### config.mk
export PLATFORM = sky130hd
export DESIGN_NAME = bus_timer_flat
export DESIGN_NICKNAME = d
export VERILOG_FILES = /design/src/rtl/bus_timer_pkg.sv /design/src/rtl/bus_timer_if.sv /design/src/rtl/bus_timer_prescaler.sv /design/src/rtl/bus_timer.sv /design/src/flat_wrapper.sv
export SDC_FILE = /design/constraint.sdc
export NUM_CORES = 1
export LEC_CHECK = 0
export ABC_AREA = 0
export CORE_MARGIN = 4
export CORE_UTILIZATION = 55
export DETAILED_ROUTE_END_ITERATION = 7
export GPL_TIMING_DRIVEN = 0
export PLACE_DENSITY = 0.84
export SLEW_MARGIN = 20
export SYNTH_ARGS = -nofsm -noshare
export SYNTH_HDL_FRONTEND = slang
export SYNTH_SLANG_ARGS = --single-unit
export TNS_END_PERCENT = 100
### constraint.sdc
create_clock -name clk -period 2.28 [get_ports clk]
set_input_delay 0.228 -clock clk [delete_from_list [all_inputs] [get_ports clk]]
set_output_delay 0.228 -clock clk [all_outputs]
set_load 0.05 [all_outputs]
### src/rtl/bus_timer_pkg.sv
// Shared constants and types for the bus_timer peripheral: register word
// indices (addr[4:2]), CTRL bit layout and the interconnect region code.
package bus_timer_pkg;

  // Word index of each register, compared against addr[4:2].
  localparam logic [2:0] OFF_CTRL     = 3'd0;  // byte offset 0x00
  localparam logic [2:0] OFF_PRESCALE = 3'd1;  // byte offset 0x04
  localparam logic [2:0] OFF_COUNT    = 3'd2;  // byte offset 0x08
  localparam logic [2:0] OFF_COMPARE  = 3'd3;  // byte offset 0x0C
  localparam logic [2:0] OFF_STATUS   = 3'd4;  // byte offset 0x10

  // CTRL bit positions.
  localparam int CTRL_ENABLE_BIT      = 0;
  localparam int CTRL_AUTO_RELOAD_BIT = 1;
  localparam int CTRL_IRQ_EN_BIT      = 2;
  localparam int CTRL_BITS            = 3;

  // addr[31:28] value the interconnect uses to select this peripheral.
  localparam logic [3:0] REGION_TIMER = 4'd3;

  // Packed so that enable lands on bit 0 and irq_en on bit 2.
  typedef struct packed {
    logic irq_en;
    logic auto_reload;
    logic enable;
  } ctrl_t;

endpackage

### src/rtl/bus_timer_if.sv
// Responder-side data bus bundle for bus_timer: address, write data,
// decoded write enable, registered read data and the interrupt line.
interface bus_timer_if #(
  parameter int WIDTH = 32
);
  logic [WIDTH-1:0] addr;
  logic [WIDTH-1:0] wdata;
  logic             we;
  logic [WIDTH-1:0] rdata;
  logic             irq;

  modport master (
    output addr,
    output wdata,
    output we,
    input  rdata,
    input  irq
  );

  modport slave (
    input  addr,
    input  wdata,
    input  we,
    output rdata,
    output irq
  );
endinterface

### src/rtl/bus_timer_prescaler.sv
// Prescaler for bus_timer: while enabled, counts 0..preset and emits a
// one-cycle tick on the cycle the count equals preset, then restarts at 0.
module timer_prescaler #(
  parameter int PRESC_WIDTH = 16
) (
  input  logic                   clk,
  input  logic                   rst,
  input  logic                   i_enable,
  input  logic [PRESC_WIDTH-1:0] i_preset,
  input  logic                   i_clear,
  output logic                   o_tick
);

  logic [PRESC_WIDTH-1:0] r_cnt;
  logic                   w_at_end;

  assign w_at_end = (r_cnt == i_preset);
  // The tick reflects the pre-edge count, so a clear landing on a tick
  // cycle still lets that tick through.
  assign o_tick   = i_enable && w_at_end;

  // Count while enabled, hold while disabled; a clear restarts the period.
  always_ff @(posedge clk) begin
    if (rst) begin
      r_cnt <= '0;
    end else if (i_clear) begin
      r_cnt <= '0;
    end else if (i_enable) begin
      if (w_at_end) begin
        r_cnt <= '0;
      end else begin
        r_cnt <= r_cnt + 1'b1;
      end
    end
  end

endmodule

### src/rtl/bus_timer.sv
// Memory-mapped timer/compare peripheral: register file, prescaled
// up-counter, compare match with optional auto-reload, sticky W1C match
// flag and level interrupt. Read data is registered (one cycle latency).
module bus_timer
  import bus_timer_pkg::*;
#(
  parameter int WIDTH       = 32,
  parameter int PRESC_WIDTH = 16
) (
  input  logic          clk,
  input  logic          rst,
  bus_timer_if.slave    bus
);

  logic [2:0]             w_sel;
  logic                   w_wr_ctrl;
  logic                   w_wr_presc;
  logic                   w_wr_count;
  logic                   w_wr_compare;
  logic                   w_wr_status;
  logic                   w_tick;
  logic                   w_hit;
  logic [WIDTH-1:0]       w_rd_mux;
  logic                   w_unused_addr;

  ctrl_t                  r_ctrl;
  logic [PRESC_WIDTH-1:0] r_prescale;
  logic [WIDTH-1:0]       r_count;
  logic [WIDTH-1:0]       r_compare;
  logic                   r_match;
  logic [WIDTH-1:0]       r_rdata;

  // Only addr[4:2] selects a register; the rest of the address is ignored.
  assign w_sel         = bus.addr[4:2];
  assign w_unused_addr = ^{bus.addr[WIDTH-1:5], bus.addr[1:0]};

  assign w_wr_ctrl    = bus.we && (w_sel == OFF_CTRL);
  assign w_wr_presc   = bus.we && (w_sel == OFF_PRESCALE);
  assign w_wr_count   = bus.we && (w_sel == OFF_COUNT);
  assign w_wr_compare = bus.we && (w_sel == OFF_COMPARE);
  assign w_wr_status  = bus.we && (w_sel == OFF_STATUS);

  // Compare always uses the pre-write COUNT and COMPARE values.
  assign w_hit = w_tick && (r_count == r_compare);

  timer_prescaler #(
    .PRESC_WIDTH (PRESC_WIDTH)
  ) u_prescaler (
    .clk      (clk),
    .rst      (rst),
    .i_enable (r_ctrl.enable),
    .i_preset (r_prescale),
    .i_clear  (w_wr_presc),
    .o_tick   (w_tick)
  );

  // Configuration registers: CTRL, PRESCALE, COMPARE.
  always_ff @(posedge clk) begin
    if (rst) begin
      r_ctrl     <= '0;
      r_prescale <= '0;
      r_compare  <= '1;
    end else begin
      if (w_wr_ctrl) begin
        r_ctrl <= ctrl_t'(bus.wdata[CTRL_BITS-1:0]);
      end
      if (w_wr_presc) begin
        r_prescale <= bus.wdata[PRESC_WIDTH-1:0];
      end
      if (w_wr_compare) begin
        r_compare <= bus.wdata;
      end
    end
  end

  // COUNT: a bus write beats the tick; on a match, reload to 0 or keep counting.
  always_ff @(posedge clk) begin
    if (rst) begin
      r_count <= '0;
    end else if (w_wr_count) begin
      r_count <= bus.wdata;
    end else if (w_tick) begin
      if (w_hit && r_ctrl.auto_reload) begin
        r_count <= '0;
      end else begin
        r_count <= r_count + 1'b1;
      end
    end
  end

  // Sticky match flag: a set on this edge wins over a simultaneous W1C.
  always_ff @(posedge clk) begin
    if (rst) begin
      r_match <= 1'b0;
    end else if (w_hit) begin
      r_match <= 1'b1;
    end else if (w_wr_status && bus.wdata[0]) begin
      r_match <= 1'b0;
    end
  end

  // Read multiplexer over the current (pre-write) register state.
  always_comb begin
    w_rd_mux = '0;
    case (w_sel)
      OFF_CTRL:     w_rd_mux = {{(WIDTH-CTRL_BITS){1'b0}}, r_ctrl};
      OFF_PRESCALE: w_rd_mux = {{(WIDTH-PRESC_WIDTH){1'b0}}, r_prescale};
      OFF_COUNT:    w_rd_mux = r_count;
      OFF_COMPARE:  w_rd_mux = r_compare;
      OFF_STATUS:   w_rd_mux = {{(WIDTH-1){1'b0}}, r_match};
      default:      w_rd_mux = '0;
    endcase
  end

  // Register read data every cycle, independent of we.
  always_ff @(posedge clk) begin
    if (rst) begin
      r_rdata <= '0;
    end else begin
      r_rdata <= w_rd_mux;
    end
  end

  assign bus.rdata = r_rdata;
  assign bus.irq   = r_match & r_ctrl.irq_en;

endmodule

### src/flat_wrapper.sv
// flat-port wrapper written by rule: the top's interface ports become plain ports
module bus_timer_flat import bus_timer_pkg::*;
#(
  parameter int WIDTH       = 32,
  parameter int PRESC_WIDTH = 16
)
  (clk, rst, bus_addr, bus_wdata, bus_we, bus_rdata, bus_irq);
  bus_timer_if #(.WIDTH(WIDTH)) bus_i ();
  input  logic clk;
  input  logic rst;
  input wire logic [$bits(bus_i.addr)-1:0] bus_addr;
  input wire logic [$bits(bus_i.wdata)-1:0] bus_wdata;
  input wire logic [$bits(bus_i.we)-1:0] bus_we;
  output wire logic [$bits(bus_i.rdata)-1:0] bus_rdata;
  output wire logic [$bits(bus_i.irq)-1:0] bus_irq;
  assign bus_i.addr = bus_addr;
  assign bus_i.wdata = bus_wdata;
  assign bus_i.we = bus_we;
  assign bus_rdata = bus_i.rdata;
  assign bus_irq = bus_i.irq;
  bus_timer #(.WIDTH(WIDTH), .PRESC_WIDTH(PRESC_WIDTH)) u_core (.clk(clk), .rst(rst), .bus(bus_i));
endmodule
==> impl_metrics.json <==
{
  "slowest_delay_ps": 370,
  "grt_overflow_total": 0,
  "grt_pass1_wl_um": 31400,
  "start_util_pct": 56.0,
  "cts_buffers": 17,
  "reg2reg_from": "u_core.u_prescaler.r_cnt[2]",
  "combPwrFrac_pct": 13.7,
  "worst_slack_ps": 95.7,
  "synth_mux_area_share_pct": 6.01,
  "period_share_pct": 95.8,
  "synthSimpleGateAreaFrac_pct": 27.8,
  "synth-edff-count": 0,
  "wl_um": 19800,
  "drt_iter0_markers": 738,
  "synth_compound_area_share_pct": 11.3,
  "io_pins": 100,
  "cts_hold_buf": 0,
  "clockPowerShare_pct": 43.7,
  "gr-usage-all-layers_pct": 28.2,
  "p_int_mw": 4.25,
  "dp_hpwl_um": 14000,
  "post_drt_wl_per_cell_um": 18.6,
  "synth_xor_area_share_pct": 10.6,
  "reg2reg_to": "u_core.r_count[12]",
  "dieWidth_um": 118,
  "holdPathEnd": "u_core.r_compare[26]",
  "ys_types": 43,
  "vias": 6461,
  "ys_seq_elements": 132,
  "floorplan.rows": 40,
  "cp-start-kind": "flop",
  "yosysWarnings": 0,
  "async_flop_share_pct": 0,
  "finalCriticalPeriod_ps": 2180,
  "outcome": "finished clean",
  "end_kind": "flop",
  "first_global_vias": 5985,
  "crit_chain": "xor2_1 > nor4_2 > nand3_2 > buf_4 > clkbuf_2 > o41ai_1 > nand3_1 > a21oi_1",
  "synth_fa_ha_area_share_pct": 0.374,
  "switching_power_mw": 1.52,
  "antenna_found_initial": 0,
  "leakage_nw": 3.27,
  "fin_util_pct": 69.2,
  "layout.cells.non_filler": 1064,
  "min_delay_path_depth": 3,
  "clock_skew_ps": 6.90,
  "crit_required_ps": 2630,
  "rsz0062_at_grt": "yes",
  "yosysSeqAreaShare_pct": 39.4,
  "drv_slew": 0,
  "maxSlewHeadroom_pct": 40.6,
  "pre_cts_ws_ps": -456,
  "synth_nets": 878,
  "diodes": 0,
  "seqPwrFrac_pct": 42.6,
  "yosysMostFrequentCell": "nand2_1",
  "vias_per_cell": 6.07,
  "htree_levels": 4,
  "synth_top_cell_by_area": "dfxtp_1",
  "tightest_slew_ps": 891,
  "power.density_mw_per_mm2": 697,
  "wl_met2_um": 8740,
  "core_area_mm2": 0.0120,
  "dr.max_layer_used": "met4",
  "grt_max_degree": 17,
  "worst_ep_arrival_time_ps": 2530,
  "syn_area_mm2": 0.00670,
  "max-vdd-ir-drop_mv": 0.415,
  "whs_ps": 417,
  "die_y_um": 118,
  "synth_top_family_by_area": "simple AND/OR/NAND/NOR gates",
  "worstHoldStart": "bus_wdata[26]",
  "place_inst": 1026,
  "nets": 974,
  "maxCapViolations": 0,
  "setup_viol": 0,
  "n_fill_cell": 920,
  "synthTopCellsByArea": "dfxtp_1 39%, nand2_1 7.8%, xnor2_1 7.3%, nand4_1 4.4%, nor2_1 4.0%",
  "crit_type": "reg -> reg",
  "switching_share_pct": 26.4,
  "finalHoldViolCount": 0,
  "drive_gt1_share_pct": 11.1,
  "dr.pass1.iters": 5,
  "max_freq_mhz": 458,
  "worstPathMaxFanout": 10,
  "insertion_delay_ps": 430,
  "place_congestion": 0.982,
  "fp.dieArea_mm2": 0.0140,
  "reg2regPathDepth": 8,
  "r2r_slack_ps": 100,
  "worst_path_max_delay_cell": "dfxtp_1",
  "yosys-top-cells-count": "139 x nand2_1, 132 x dfxtp_1, 71 x nor2_1",
  "cts_sinks": 132,
  "synth_area_per_cell_um2": 8.28,
  "min_path_type": "in -> reg",
  "yosysTopAreaCellShare_pct": 39.4,
  "drc": 0,
  "syn_to_final_growth_pct": 23.5,
  "synthCells": 809,
  "port_buffers": 70,
  "clockBufferDepth": 2,
  "root_buffer": "clkbuf_16",
  "ys.flop_type": "dfxtp_1",
  "ant_nets": 0,
  "wl_met3_um": 1880,
  "path_clk_slew_ps": 60,
  "tritoncts": "yes",
  "drt-met1-wl_um": 8470
}
## what timing repair did
item | CTS | global route
pin swaps | 3 | 5
setup endpoints to repair | 42 | 42
buffers inserted | 5 | 5
gates resized for setup | 5 | 24
gates cloned | 0 | 0
## metrics by stage
step	power (mW)	setup TNS [ps]	instance area (µm²)
finish	5.77	0	8270
global route	5.96	-99.1	8270
CTS	5.73	0	8180
detailed placement	3.25	-16230	7580
global placement	3.24	-15880	7580
floorplan	2.98	0	6700
## worst max-delay path by stage
stage                                     start                 end  slack, ps  depth (start not counted)
floorplan                    u_core.r_count[23]  u_core.r_count[18]        350                          8
global placement             u_core.r_count[23]  u_core.r_count[15]       -470                          8
detailed placement           u_core.r_count[27]  u_core.r_count[15]       -460                          8
CTS                 u_core.u_prescaler.r_cnt[4]  u_core.r_count[12]         20                          7
global route                  u_core.r_count[5]  u_core.r_count[23]        -50                          8
finish              u_core.u_prescaler.r_cnt[2]  u_core.r_count[12]        100                          8
## state kept, by name (all words and copies together), names as in the netlist
signal	cells
u_core.bus.rdata	32
u_core.r_compare	32
u_core.r_count	32
u_core.r_ctrl	3
u_core.r_match	1
u_core.r_prescale	16
u_core.u_prescaler.r_cnt	16
## power by group through the flow
| stage | Clock (mW) | Sequential (mW) | Combinational, mW |
|---|---|---|---|
| 2_1_floorplan | 0 | 2.55 | 0.434 |
| 3_3_place_gp | 0 | 2.49 | 0.744 |
| 3_5_place_dp | 0 | 2.50 | 0.750 |
| 4_1_cts | 2.53 | 2.46 | 0.751 |
| 5_1_grt | 2.65 | 2.47 | 0.844 |
| 6_report | 2.52 | 2.46 | 0.789 |
## final cells by class
class	count	area (µm²)	share of cell area (%)
Multi-Input combinational cell	604	3800	46.0
Sequential cell	132	2650	32.0
Timing Repair Buffer	80	776	9.38
Clock buffer	23	498	6.02
Buffer	67	300	3.63
Tap cell	147	184	2.22
Clock inverter	8	51.3	0.620
Inverter	3	11.3	0.136
## critical path: cells and delay by family, from the launching register on
family                 cells  cell delay [ps]
buffers and inverters      2              420
AO/OA/AOI/OAI              2              560
XOR/XNOR                   1              200
AND/OR/NAND/NOR            3              550
flip-flops                 1              370
## kinds of logic after synthesis
kind of cell | after synthesis
and+or+nand+nor | 372
AOI/OAI and AO/OA | 113
muxes | 36
adders and majority gates | 2
xor gates and xnor gates | 81
DFF | 132
buffers and inverters | 73
## cells in the final DEF, fill, tap and decap left out, types with 7 or more instances in the layout
master	Yosys	layout
nand2_1	139	139
dfxtp_1	132	128
nor2_1	71	70
clkdlybuf4s50_1	0	70
xnor2_1	56	54
a21oi_1	48	48
nand4_1	47	47
clkbuf_1	45	38
nand3b_1	35	35
a2bb2oi_1	26	26
xor2_1	25	25
nand3_1	20	20
mux2i_1	20	20
clkbuf_16	0	17
buf_2	18	14
mux2_2	14	14
a22oi_1	14	14
and2_1	12	12
and3_1	12	12
buf_4	1	12
nor4_1	10	8
clkbuf_2	1	7
## layer usage
layer | vias up | GRT usage, %
met3 | 60 | 6.89
met4 | 0 | 13.7
met1 | 3008 | 39.5
li1 | 3023 | -
met5 | - | 0
met2 | 370 | 40.3
Note: power is estimated with default switching activity, not from simulation.
